## config.mk

```make
export PLATFORM = sky130hd
export DESIGN_NAME = hp_axi_arbiter
export DESIGN_NICKNAME = d
export VERILOG_FILES = /design/src/rtl/hp_axi_arbiter_pkg.sv /design/src/rtl/hp_axi_arbiter_rr_arb.sv /design/src/rtl/hp_axi_arbiter.sv
export SDC_FILE = /design/constraint.sdc
export NUM_CORES = 1
export LEC_CHECK = 0
export ABC_AREA = 1
export CAP_MARGIN = 40
export CORE_AREA = 2 2 213 215
export CTS_CLUSTER_SIZE = 30
export DETAILED_ROUTE_END_ITERATION = 16
export DIE_AREA = 0 0 215 217
export GPL_TIMING_DRIVEN = 0
export PLACE_DENSITY = 0.32
export SYNTH_ARGS = -nofsm -noshare
export SYNTH_HDL_FRONTEND = slang
export SYNTH_HIERARCHICAL = 1
export SYNTH_SLANG_ARGS = --single-unit
```

## constraint.sdc

```tcl
create_clock -name aclk -period 2.21 [get_ports aclk]
set_input_delay 0.221 -clock aclk [delete_from_list [all_inputs] [get_ports aclk]]
set_output_delay 0.221 -clock aclk [all_outputs]
set_load 0.02 [all_outputs]
```

## src/rtl/hp_axi_arbiter_pkg.sv

```systemverilog
// Shared types and AXI constants for the two-requester HP-port arbiter.
package hp_axi_arbiter_pkg;

    localparam int unsigned NUM_REQ = 2;
    localparam int unsigned ID_W    = 6;

    localparam logic [1:0] BURST_INCR = 2'b01;
    localparam logic       AX_LOCK    = 1'b0;
    localparam logic [3:0] AX_CACHE   = 4'h0;
    localparam logic [2:0] AX_PROT    = 3'h0;
    localparam logic [3:0] AX_QOS     = 4'h0;

    typedef enum logic {
        W_IDLE = 1'b0,
        W_DATA = 1'b1
    } wstate_e;

    // AXI AxSIZE encoding for a bus of the given byte width.
    function automatic logic [2:0] axi_size(input int unsigned bytes);
        return 3'($clog2(bytes));
    endfunction

endpackage

```

## src/rtl/hp_axi_arbiter_rr_arb.sv

```systemverilog
// Two-way request arbiter whose grant is frozen while its valid is stalled.
// Round-robin priority when HP_AXI_ARB_ROUND_ROBIN_EN is defined, else requester 0 wins.
module hp_axi_rr_arb (
    input  logic       clk_i,
    input  logic       rst_i,
    input  logic [1:0] req_i,
    input  logic       en_i,
    input  logic       ready_i,
    output logic       valid_o,
    output logic       gnt_o
);

    logic lock_q, lock_d;
    logic lock_idx_q, lock_idx_d;
    logic pick_c;
    logic hs_c;

    assign valid_o = en_i & (|req_i);
    assign gnt_o   = lock_q ? lock_idx_q : pick_c;
    assign hs_c    = valid_o & ready_i;

`ifdef HP_AXI_ARB_ROUND_ROBIN_EN
    // prio_q names the requester with highest priority this round.
    logic prio_q, prio_d;

    always_comb begin
        pick_c = prio_q ? req_i[1] : ~req_i[0];
    end

    always_comb begin
        prio_d = prio_q;
        if (hs_c) begin
            prio_d = ~gnt_o;
        end
    end

    always_ff @(posedge clk_i or posedge rst_i) begin
        if (rst_i) begin
            prio_q <= 1'b0;
        end else begin
            prio_q <= prio_d;
        end
    end
`else
    always_comb begin
        pick_c = ~req_i[0];
    end
`endif

    // Hold the presented grant until the downstream accepts it.
    always_comb begin
        lock_d     = lock_q;
        lock_idx_d = lock_idx_q;
        if (hs_c) begin
            lock_d = 1'b0;
        end else if (valid_o) begin
            lock_d     = 1'b1;
            lock_idx_d = gnt_o;
        end
    end

    always_ff @(posedge clk_i or posedge rst_i) begin
        if (rst_i) begin
            lock_q     <= 1'b0;
            lock_idx_q <= 1'b0;
        end else begin
            lock_q     <= lock_d;
            lock_idx_q <= lock_idx_d;
        end
    end

endmodule

```

## src/rtl/hp_axi_arbiter.sv

```systemverilog
// Merges two AXI4 requesters onto one HP master port; writes serialised per burst, reads routed by ID.
// Optional build macro: HP_AXI_ARB_ROUND_ROBIN_EN selects round-robin instead of fixed priority.
module hp_axi_arbiter
    import hp_axi_arbiter_pkg::*;
#(
    parameter int unsigned ADDR_W  = 32,
    parameter int unsigned DATA_W  = 32,
    parameter int unsigned MAX_OUT = 4
) (
    input  logic                          aclk,
    input  logic                          areset,

    input  logic [NUM_REQ-1:0]            s_awvalid,
    input  logic [NUM_REQ*ADDR_W-1:0]     s_awaddr,
    input  logic [NUM_REQ*8-1:0]          s_awlen,
    output logic [NUM_REQ-1:0]            s_awready,
    input  logic [NUM_REQ-1:0]            s_wvalid,
    input  logic [NUM_REQ*DATA_W-1:0]     s_wdata,
    input  logic [NUM_REQ*DATA_W/8-1:0]   s_wstrb,
    input  logic [NUM_REQ-1:0]            s_wlast,
    output logic [NUM_REQ-1:0]            s_wready,
    output logic [NUM_REQ-1:0]            s_bvalid,
    output logic [NUM_REQ*2-1:0]          s_bresp,
    input  logic [NUM_REQ-1:0]            s_bready,
    input  logic [NUM_REQ-1:0]            s_arvalid,
    input  logic [NUM_REQ*ADDR_W-1:0]     s_araddr,
    input  logic [NUM_REQ*8-1:0]          s_arlen,
    output logic [NUM_REQ-1:0]            s_arready,
    output logic [NUM_REQ-1:0]            s_rvalid,
    output logic [NUM_REQ*DATA_W-1:0]     s_rdata,
    output logic [NUM_REQ*2-1:0]          s_rresp,
    output logic [NUM_REQ-1:0]            s_rlast,
    input  logic [NUM_REQ-1:0]            s_rready,

    output logic [ID_W-1:0]               m_awid,
    output logic [ADDR_W-1:0]             m_awaddr,
    output logic [7:0]                    m_awlen,
    output logic [2:0]                    m_awsize,
    output logic [1:0]                    m_awburst,
    output logic                          m_awlock,
    output logic [3:0]                    m_awcache,
    output logic [2:0]                    m_awprot,
    output logic [3:0]                    m_awqos,
    output logic                          m_awvalid,
    input  logic                          m_awready,
    output logic [DATA_W-1:0]             m_wdata,
    output logic [DATA_W/8-1:0]           m_wstrb,
    output logic                          m_wlast,
    output logic                          m_wvalid,
    input  logic                          m_wready,
    input  logic [ID_W-1:0]               m_bid,
    input  logic [1:0]                    m_bresp,
    input  logic                          m_bvalid,
    output logic                          m_bready,
    output logic [ID_W-1:0]               m_arid,
    output logic [ADDR_W-1:0]             m_araddr,
    output logic [7:0]                    m_arlen,
    output logic [2:0]                    m_arsize,
    output logic [1:0]                    m_arburst,
    output logic                          m_arlock,
    output logic [3:0]                    m_arcache,
    output logic [2:0]                    m_arprot,
    output logic [3:0]                    m_arqos,
    output logic                          m_arvalid,
    input  logic                          m_arready,
    input  logic [ID_W-1:0]               m_rid,
    input  logic [DATA_W-1:0]             m_rdata,
    input  logic [1:0]                    m_rresp,
    input  logic                          m_rlast,
    input  logic                          m_rvalid,
    output logic                          m_rready
);

    localparam int unsigned    STRB_W  = DATA_W / 8;
    localparam int unsigned    CNT_W   = $clog2(MAX_OUT + 1);
    localparam logic [2:0]     AXSIZE  = axi_size(STRB_W);
    localparam logic [CNT_W-1:0] MAX_CNT = CNT_W'(MAX_OUT);

    wstate_e          state_q, state_d;
    logic             w_sel_q, w_sel_d;
    logic [CNT_W-1:0] out_cnt_q, out_cnt_d;

    logic aw_en_c, aw_valid_c, aw_gnt_c, aw_hs_c;
    logic w_last_hs_c, b_hs_c;
    logic ar_valid_c, ar_gnt_c, ar_hs_c;
    logic unused_id_bits_c;

    assign unused_id_bits_c = ^{m_bid[ID_W-1:1], m_rid[ID_W-1:1]};

    // ---------------- write address ----------------
    assign aw_en_c = ~areset && (state_q == W_IDLE) && (out_cnt_q < MAX_CNT);

    hp_axi_rr_arb u_aw_arb (
        .clk_i   (aclk),
        .rst_i   (areset),
        .req_i   (s_awvalid),
        .en_i    (aw_en_c),
        .ready_i (m_awready),
        .valid_o (aw_valid_c),
        .gnt_o   (aw_gnt_c)
    );

    assign aw_hs_c   = aw_valid_c & m_awready;
    assign m_awvalid = aw_valid_c;
    assign m_awid    = {{(ID_W-1){1'b0}}, aw_gnt_c};
    assign m_awaddr  = aw_gnt_c ? s_awaddr[2*ADDR_W-1:ADDR_W] : s_awaddr[ADDR_W-1:0];
    assign m_awlen   = aw_gnt_c ? s_awlen[15:8] : s_awlen[7:0];
    assign m_awsize  = AXSIZE;
    assign m_awburst = BURST_INCR;
    assign m_awlock  = AX_LOCK;
    assign m_awcache = AX_CACHE;
    assign m_awprot  = AX_PROT;
    assign m_awqos   = AX_QOS;

    // ---------------- write FSM ----------------
    always_ff @(posedge aclk or posedge areset) begin
        if (areset) begin
            state_q <= W_IDLE;
        end else begin
            state_q <= state_d;
        end
    end

    always_comb begin
        state_d = state_q;
        case (state_q)
            W_IDLE:  if (aw_hs_c)     state_d = W_DATA;
            W_DATA:  if (w_last_hs_c) state_d = W_IDLE;
            default: state_d = W_IDLE;
        endcase
    end

    always_comb begin
        s_awready = '0;
        s_wready  = '0;
        m_wvalid  = 1'b0;
        m_wdata   = w_sel_q ? s_wdata[2*DATA_W-1:DATA_W] : s_wdata[DATA_W-1:0];
        m_wstrb   = w_sel_q ? s_wstrb[2*STRB_W-1:STRB_W] : s_wstrb[STRB_W-1:0];
        m_wlast   = s_wlast[w_sel_q];
        case (state_q)
            W_IDLE: begin
                s_awready[aw_gnt_c] = aw_hs_c;
            end
            W_DATA: begin
                m_wvalid          = s_wvalid[w_sel_q];
                s_wready[w_sel_q] = m_wready;
            end
            default: ;
        endcase
    end

    assign w_last_hs_c = m_wvalid & m_wready & m_wlast;

    // ---------------- W owner and outstanding count ----------------
    always_comb begin
        w_sel_d = w_sel_q;
        if (aw_hs_c) begin
            w_sel_d = aw_gnt_c;
        end
    end

    always_comb begin
        out_cnt_d = out_cnt_q;
        case ({aw_hs_c, b_hs_c})
            2'b10:   if (out_cnt_q < MAX_CNT)     out_cnt_d = out_cnt_q + CNT_W'(1);
            2'b01:   if (out_cnt_q != CNT_W'(0))  out_cnt_d = out_cnt_q - CNT_W'(1);
            default: out_cnt_d = out_cnt_q;
        endcase
    end

    always_ff @(posedge aclk or posedge areset) begin
        if (areset) begin
            w_sel_q   <= 1'b0;
            out_cnt_q <= '0;
        end else begin
            w_sel_q   <= w_sel_d;
            out_cnt_q <= out_cnt_d;
        end
    end

    // ---------------- write response routing ----------------
    assign m_bready = ~areset & s_bready[m_bid[0]];
    assign b_hs_c   = m_bvalid & m_bready;
    assign s_bresp  = {NUM_REQ{m_bresp}};

    always_comb begin
        s_bvalid           = '0;
        s_bvalid[m_bid[0]] = m_bvalid & ~areset;
    end

    // ---------------- read address ----------------
    hp_axi_rr_arb u_ar_arb (
        .clk_i   (aclk),
        .rst_i   (areset),
        .req_i   (s_arvalid),
        .en_i    (~areset),
        .ready_i (m_arready),
        .valid_o (ar_valid_c),
        .gnt_o   (ar_gnt_c)
    );

    assign ar_hs_c   = ar_valid_c & m_arready;
    assign m_arvalid = ar_valid_c;
    assign m_arid    = {{(ID_W-1){1'b0}}, ar_gnt_c};
    assign m_araddr  = ar_gnt_c ? s_araddr[2*ADDR_W-1:ADDR_W] : s_araddr[ADDR_W-1:0];
    assign m_arlen   = ar_gnt_c ? s_arlen[15:8] : s_arlen[7:0];
    assign m_arsize  = AXSIZE;
    assign m_arburst = BURST_INCR;
    assign m_arlock  = AX_LOCK;
    assign m_arcache = AX_CACHE;
    assign m_arprot  = AX_PROT;
    assign m_arqos   = AX_QOS;

    always_comb begin
        s_arready           = '0;
        s_arready[ar_gnt_c] = ar_hs_c;
    end

    // ---------------- read data routing ----------------
    assign m_rready = ~areset & s_rready[m_rid[0]];
    assign s_rdata  = {NUM_REQ{m_rdata}};
    assign s_rresp  = {NUM_REQ{m_rresp}};
    assign s_rlast  = {NUM_REQ{m_rlast}};

    always_comb begin
        s_rvalid           = '0;
        s_rvalid[m_rid[0]] = m_rvalid & ~areset;
    end

endmodule

```

==> results of run 1 <==
## flip-flops by register name, summed over array words and instances, names as in the netlist
signal / count
u_ar_arb/lock_q: 1
u_ar_arb/lock_idx_q: 1
u_aw_arb/lock_q: 1
u_aw_arb/lock_idx_q: 1
state_q: 1
w_sel_q: 1
out_cnt_q: 3
## Yosys cell counts
library cell,count,share of area
o21ai_2,2,0.0056
nor2_2,2,0.0040
nor3_1,10,0.016
buf_4,122,0.29
buf_6,5,0.018
xor2_1,1,0.0028
conb_1,2,0.0024
clkbuf_1,4,0.0048
and2_1,1,0.0020
nor2_1,13,0.016
buf_2,15,0.024
a21oi_1,1,0.0016
o21ai_0,4,0.0064
ha_1,4,0.016
o21bai_1,1,0.0024
inv_2,2,0.0024
dfrtp_1,9,0.072
nand3_1,7,0.011
nand2_1,385,0.46
inv_1,33,0.040
## what timing repair did
| item | CTS | global route |
|---|---|---|
| setup buffers | 2 | 1 |
| pin swaps | 0 | 3 |
| gates resized for setup | 90 | 42 |
| hold buffers | 0 | 0 |
| endpoints found under the setup margin | 93 | 31 |
## stage by stage
stage                     cell area [sq um]  setup TNS (ns)  worst slack, ns  std cells
after detailed placement               8650          -22.53           -0.713       1725
after floorplan                        3290               0            0.107        665
final                                  8810               0            0.127       1732
after global placement                 8650          -23.23           -0.641       1725
after global routing                   8810               0         0.000759       1732
after CTS                              8700           -2.00           -0.136       1731
## area by class of cell
cell class / count / area (sq um)
multi-input combinational: 475 / 1900
clock buffer: 3 / 75.1
clock inverter: 1 / 5.00
inverter: 35 / 135
buffer: 146 / 1110
fill: 5179 / 35900
sequential: 9 / 226
tap: 600 / 751
timing repair buffer: 463 / 4600
## path summary, 6_finish.rpt
path	endpoint	cells after the start	from	slack, ns
setup / recovery	m_wdata[29]	6	w_sel_q$_DFFE_PP0N_	0.13
hold / removal	u_aw_arb/lock_q$_DFFE_PP0P_	2	areset	0.007
setup reg to reg	out_cnt_q[2]$_DFFE_PP0P_	13	state_q$_DFF_PP0_	0.28
hold reg to reg	u_ar_arb/lock_idx_q$_DFFE_PP0P_	2	u_ar_arb/lock_idx_q$_DFFE_PP0P_	0.49
max in group asynchronous	out_cnt_q[2]$_DFFE_PP0P_	3	areset	1.88
min in group aclk	u_ar_arb/lock_idx_q$_DFFE_PP0P_	2	u_ar_arb/lock_idx_q$_DFFE_PP0P_	0.49
## worst reg2reg max path, cell delays in order, from the launching register on
cell and delay [ns]:
dfrtp_1 0.39, nor3_2 0.21, inv_1 0.11, nor2_4 0.14, nand2_2 0.12, ha_4 0.19, xor2_1 0.14, ha_1 0.18
inv_1 0.06, nand2_1 0.06, nand3_1 0.06, nand2_1 0.06, nand2_1 0.05, nand2_1 0.05
## kinds of logic (layout without fill, tap and decap cells)
logic type	Yosys count	in the layout	share of synthesized area
buf+inv	181	648	0.381
xor+xnor	1	1	0.00280
other cells	2	44	0.00240
compound gates	8	8	0.0160
fa+ha+maj	4	4	0.0160
simple gates	418	418	0.510
flops	9	9	0.0719
## routing by layer
metal | part of all wire | wire [microns] | GRT usage | vias to the layer above
met1 | 0.37 | 7990 | 0.0940 | 2073
li1 | - | - | - | 2696
met2 | 0.55 | 11700 | 0.165 | 210
met5 | 0 | 0 | 0 | -
met4 | 0.0077 | 165 | 0.0129 | 0
met3 | 0.071 | 1530 | 0.0200 | 6
## power breakdown
| group | leakage (nW) | internal, mW | switching [mW] |
|---|---|---|---|
| logic | 4.43 | 2.08 | 2.54 |
| registers | 0.111 | 0.231 | 0.0750 |
| clock network | 0.0409 | 0.240 | 0.0932 |
==> flow_summary.toml, run 1 <==
[cells_and_area]
final_common_cell = "nand2_1"
drive_gt1_frac = 0.150
final_cell_mix = "nand2_1, clkdlybuf4s50_1, buf_4, dlygate4sd2_1, conb_1"
n_antenna_cell = 0
fin_util = 0.197
final_nets = 1437
syn_to_final_growth_pct = 181

[yosys]
synthCells = 623
synth_area_sq_mm = 0.00313
ys_warn_count = 6
synth-seq-area-share = 0.0719
ys_seq_elements = 9
postSynthAreaPerCell_sq_um = 5.03
yosysUniqueCellTypes = 20

[min_path]
hold_path_class = "primary input to asynchronous set/reset pin"

[pwr]
peakVddDrop_mv = 0.312
p_per_area_mw_per_mm2 = 598
finalPower_mw = 5.27
leakagePower_nw = 4.58

[sta]
post-route-period-util = 0.942
max_freq_ghz = 0.480
maxSlewViolCount = 0
fin_crit_ns = 2.08
finClkSkew_ns = 0.000892
worst_hold_slack_ns = 0.00682
setup_viol = 0
final_hold_viol_count = 0
rsz0062_at_grt = "false"

[critical_path]
path_max_fanout = 10
cpMaxStageDelayCell = "clkdlybuf4s50_1"
crit_chain = "inv_2 -> buf_4 -> buf_6 -> nand2_1 -> nand2_1 -> clkdlybuf4s50_1"
path_buf_inv = 4
setup.worst_path.class = "register to output port"
crit_top_cell = "nand2_1"
max_stage_delay_ns = 0.61
worstPathArrival_ns = 1.86
endpoint_kind = "output port"
critPathLaunchType = "register"
crit_family = "buffers and inverters"
worstPathRequired_ns = 1.99

[clocking]
cts_buffers = 3
cts_tree = "yes"
clock_sinks = 9
cts_htree_levels = 1
path_clk_slew_ns = 0.04
insertion_delay_ns = 0.24
clockBufferDepth = 2
root_buffer = "clkbuf_16"

[place]
place_hpwl_microns = 19500
globalplace.congestion = 0.756
io_buffers = 460

[global_routing]
overflow = 0
grt_max_degree = 11
grt_pass1_wl_microns = 30200
gr-usage-all-layers = 0.0845
grt_pass1_vias = 4855
antenna_found_initial = 0

[floorplanning]
fp.dieW_microns = 215
core_sq_mm = 0.0447
design.die.area_sq_mm = 0.0467
die_h_microns = 217
start_util = 0.0701
pin_count = 552
num_rows = 78

[route]
viasPerCell = 2.88
drt-initial-drc-count = 101
wl_microns = 21400
num_vias = 4985
postRouteAntennaNets = 0
drc = 0
wl_per_cell_microns = 12.4
dr.pass1.iters = 4

[job]
max_cap_violations = 0

[outcome]
status = "completed"
Note: power is estimated with default switching activity, not from simulation.
==> run 2, diff against run 1 <==
- CAP_MARGIN: 40 -> 10
==> results of run 2 <==
Same layout as run 1: the final DEF is identical, and so are final timing and power.
==> run 3, diff against run 2 <==
- PLACE_DENSITY: 0.32 -> 0.4
==> run 3 against run 2 <==
Net effect: final cell count about the same; die area stayed put; combinational power shrank 2%; worst hold slack gained 0.093 ns; critical path type unchanged; critical endpoint is now m_wdata[12]; largest cell class unchanged.
==> flow_summary.toml, run 3 (synthesis gave the netlist of run 1 again) <==
[outcome]
status = "completed"

[global_routing]
overflow = 0
antenna_found_initial = 0
gr-usage-all-layers = 0.0782
grt_max_degree = 11
grt_pass1_wl_microns = 28200
grt_pass1_vias = 4766

[critical_path]
critPathLaunchType = "register"
worstPathArrival_ns = 1.88
max_stage_delay_ns = 0.61
crit_top_cell = "nand2_1"
path_buf_inv = 4
endpoint_kind = "output port"
crit_chain = "inv_2 -> buf_4 -> buf_6 -> nand2_1 -> nand2_1 -> clkdlybuf4s50_1"
setup.worst_path.class = "register to output port"
worstPathRequired_ns = 1.99
cpMaxStageDelayCell = "clkdlybuf4s50_1"
crit_family = "buffers and inverters"
path_max_fanout = 10

[sta]
setup_tns_ns = 0
fin_crit_ns = 2.10
rsz0062_at_grt = "false"
final_hold_viol_count = 0
max_freq_ghz = 0.476
setup_viol = 0
worst_hold_slack_ns = 0.100
maxSlewViolCount = 0
finClkSkew_ns = 0.00140
post-route-period-util = 0.951

[floorplanning]
core_sq_mm = 0.0447
start_util = 0.0701
design.die.area_sq_mm = 0.0467
num_rows = 78
pin_count = 552
die_h_microns = 217
fp.dieW_microns = 215

[job]
max_cap_violations = 0

[min_path]
hold_path_class = "primary input to asynchronous set/reset pin"

[route]
viasPerCell = 2.93
drc = 0
wl_met1_microns = 8010
highest_layer = "met4"
wl_microns = 20100
dr_wl_met3_microns = 1370
postRouteAntennaNets = 0
dr.pass1.iters = 4
num_vias = 5068
wl_per_cell_microns = 11.6
met2_length_microns = 10500
drt-initial-drc-count = 167

[clocking]
cts_buffers = 3
path_clk_slew_ns = 0.05
cts_hold_buf = 0
cts_htree_levels = 1
root_buffer = "clkbuf_16"
cts_tree = "yes"
clockBufferDepth = 2
insertion_delay_ns = 0.25
clock_sinks = 9

[cells_and_area]
final_nets = 1436
design_area_sq_mm = 0.00876
final_common_cell = "nand2_1"
largest_reg_flops = 3
syn_to_final_growth_pct = 180
fillers = 5205
drive_gt1_frac = 0.147
final_cell_mix = "nand2_1, clkdlybuf4s50_1, buf_4, dlygate4sd2_1, conb_1"
instances_no_fill = 1731
top_register = "out_cnt_q"
n_antenna_cell = 0

[pwr]
leakagePower_nw = 4.59
p_per_area_mw_per_mm2 = 596
peakVddDrop_mv = 0.347
finalPower_mw = 5.22

[place]
place_hpwl_microns = 18100
globalplace.congestion = 0.739
io_buffers = 460
dpl.cell_count = 1725
placed_area_sq_mm = 0.00865
[run 3: cell type report]
type / count / area, sq um / area share
Tap cell: 600 / 751 / 0.0857
Inverter: 35 / 135 / 0.0154
Clock inverter: 1 / 5.00 / 0.000571
Clock buffer: 3 / 75.1 / 0.00857
Timing Repair Buffer: 462 / 4570 / 0.522
Sequential cell: 9 / 225 / 0.0257
Multi-Input combinational cell: 475 / 1880 / 0.215
Buffer: 146 / 1110 / 0.127
[run 3: worst paths after layout]
kind                                                 startpoint                              end  slack, ns  cells past startpoint
min in group aclk               u_aw_arb/lock_idx_q$_DFFE_PP0P_  u_aw_arb/lock_idx_q$_DFFE_PP0P_       0.49                      2
worst max-delay path                        w_sel_q$_DFFE_PP0N_                      m_wdata[12]       0.11                      6
worst min-delay path                                     areset  u_aw_arb/lock_idx_q$_DFFE_PP0P_       0.10                      2
worst max register to register                state_q$_DFF_PP0_         out_cnt_q[2]$_DFFE_PP0P_       0.23                     13
max in group asynchronous                                areset              w_sel_q$_DFFE_PP0N_       1.77                      3
worst min register to register  u_aw_arb/lock_idx_q$_DFFE_PP0P_  u_aw_arb/lock_idx_q$_DFFE_PP0P_       0.49                      2
[run 3: metrics by stage]
step                utilization  setup slack, ns
CTS                       0.194           -0.172
global route              0.196         0.000723
floorplan                     -            0.107
global placement          0.193           -0.677
finish                    0.196            0.108
detailed placement        0.193           -0.751
[run 3: layer usage]
layer	vias up	GRT usage
met5	-	0
met4	0	0.0136
met3	11	0.0175
met2	225	0.147
met1	2143	0.0913
li1	2689	-
[run 3: what timing repair did]
item                       in CTS  in global routing
pin swaps                       1                  1
resized for setup             105                 34
setup endpoints to repair      91                 42
buffers inserted                1                  1
[run 3: report_power, final]
part / internal [mW] / switching (mW) / total (mW)
Sequential: 0.230 / 0.0759 / 0.306
Combinational: 2.03 / 2.53 / 4.56
Clock: 0.242 / 0.115 / 0.356
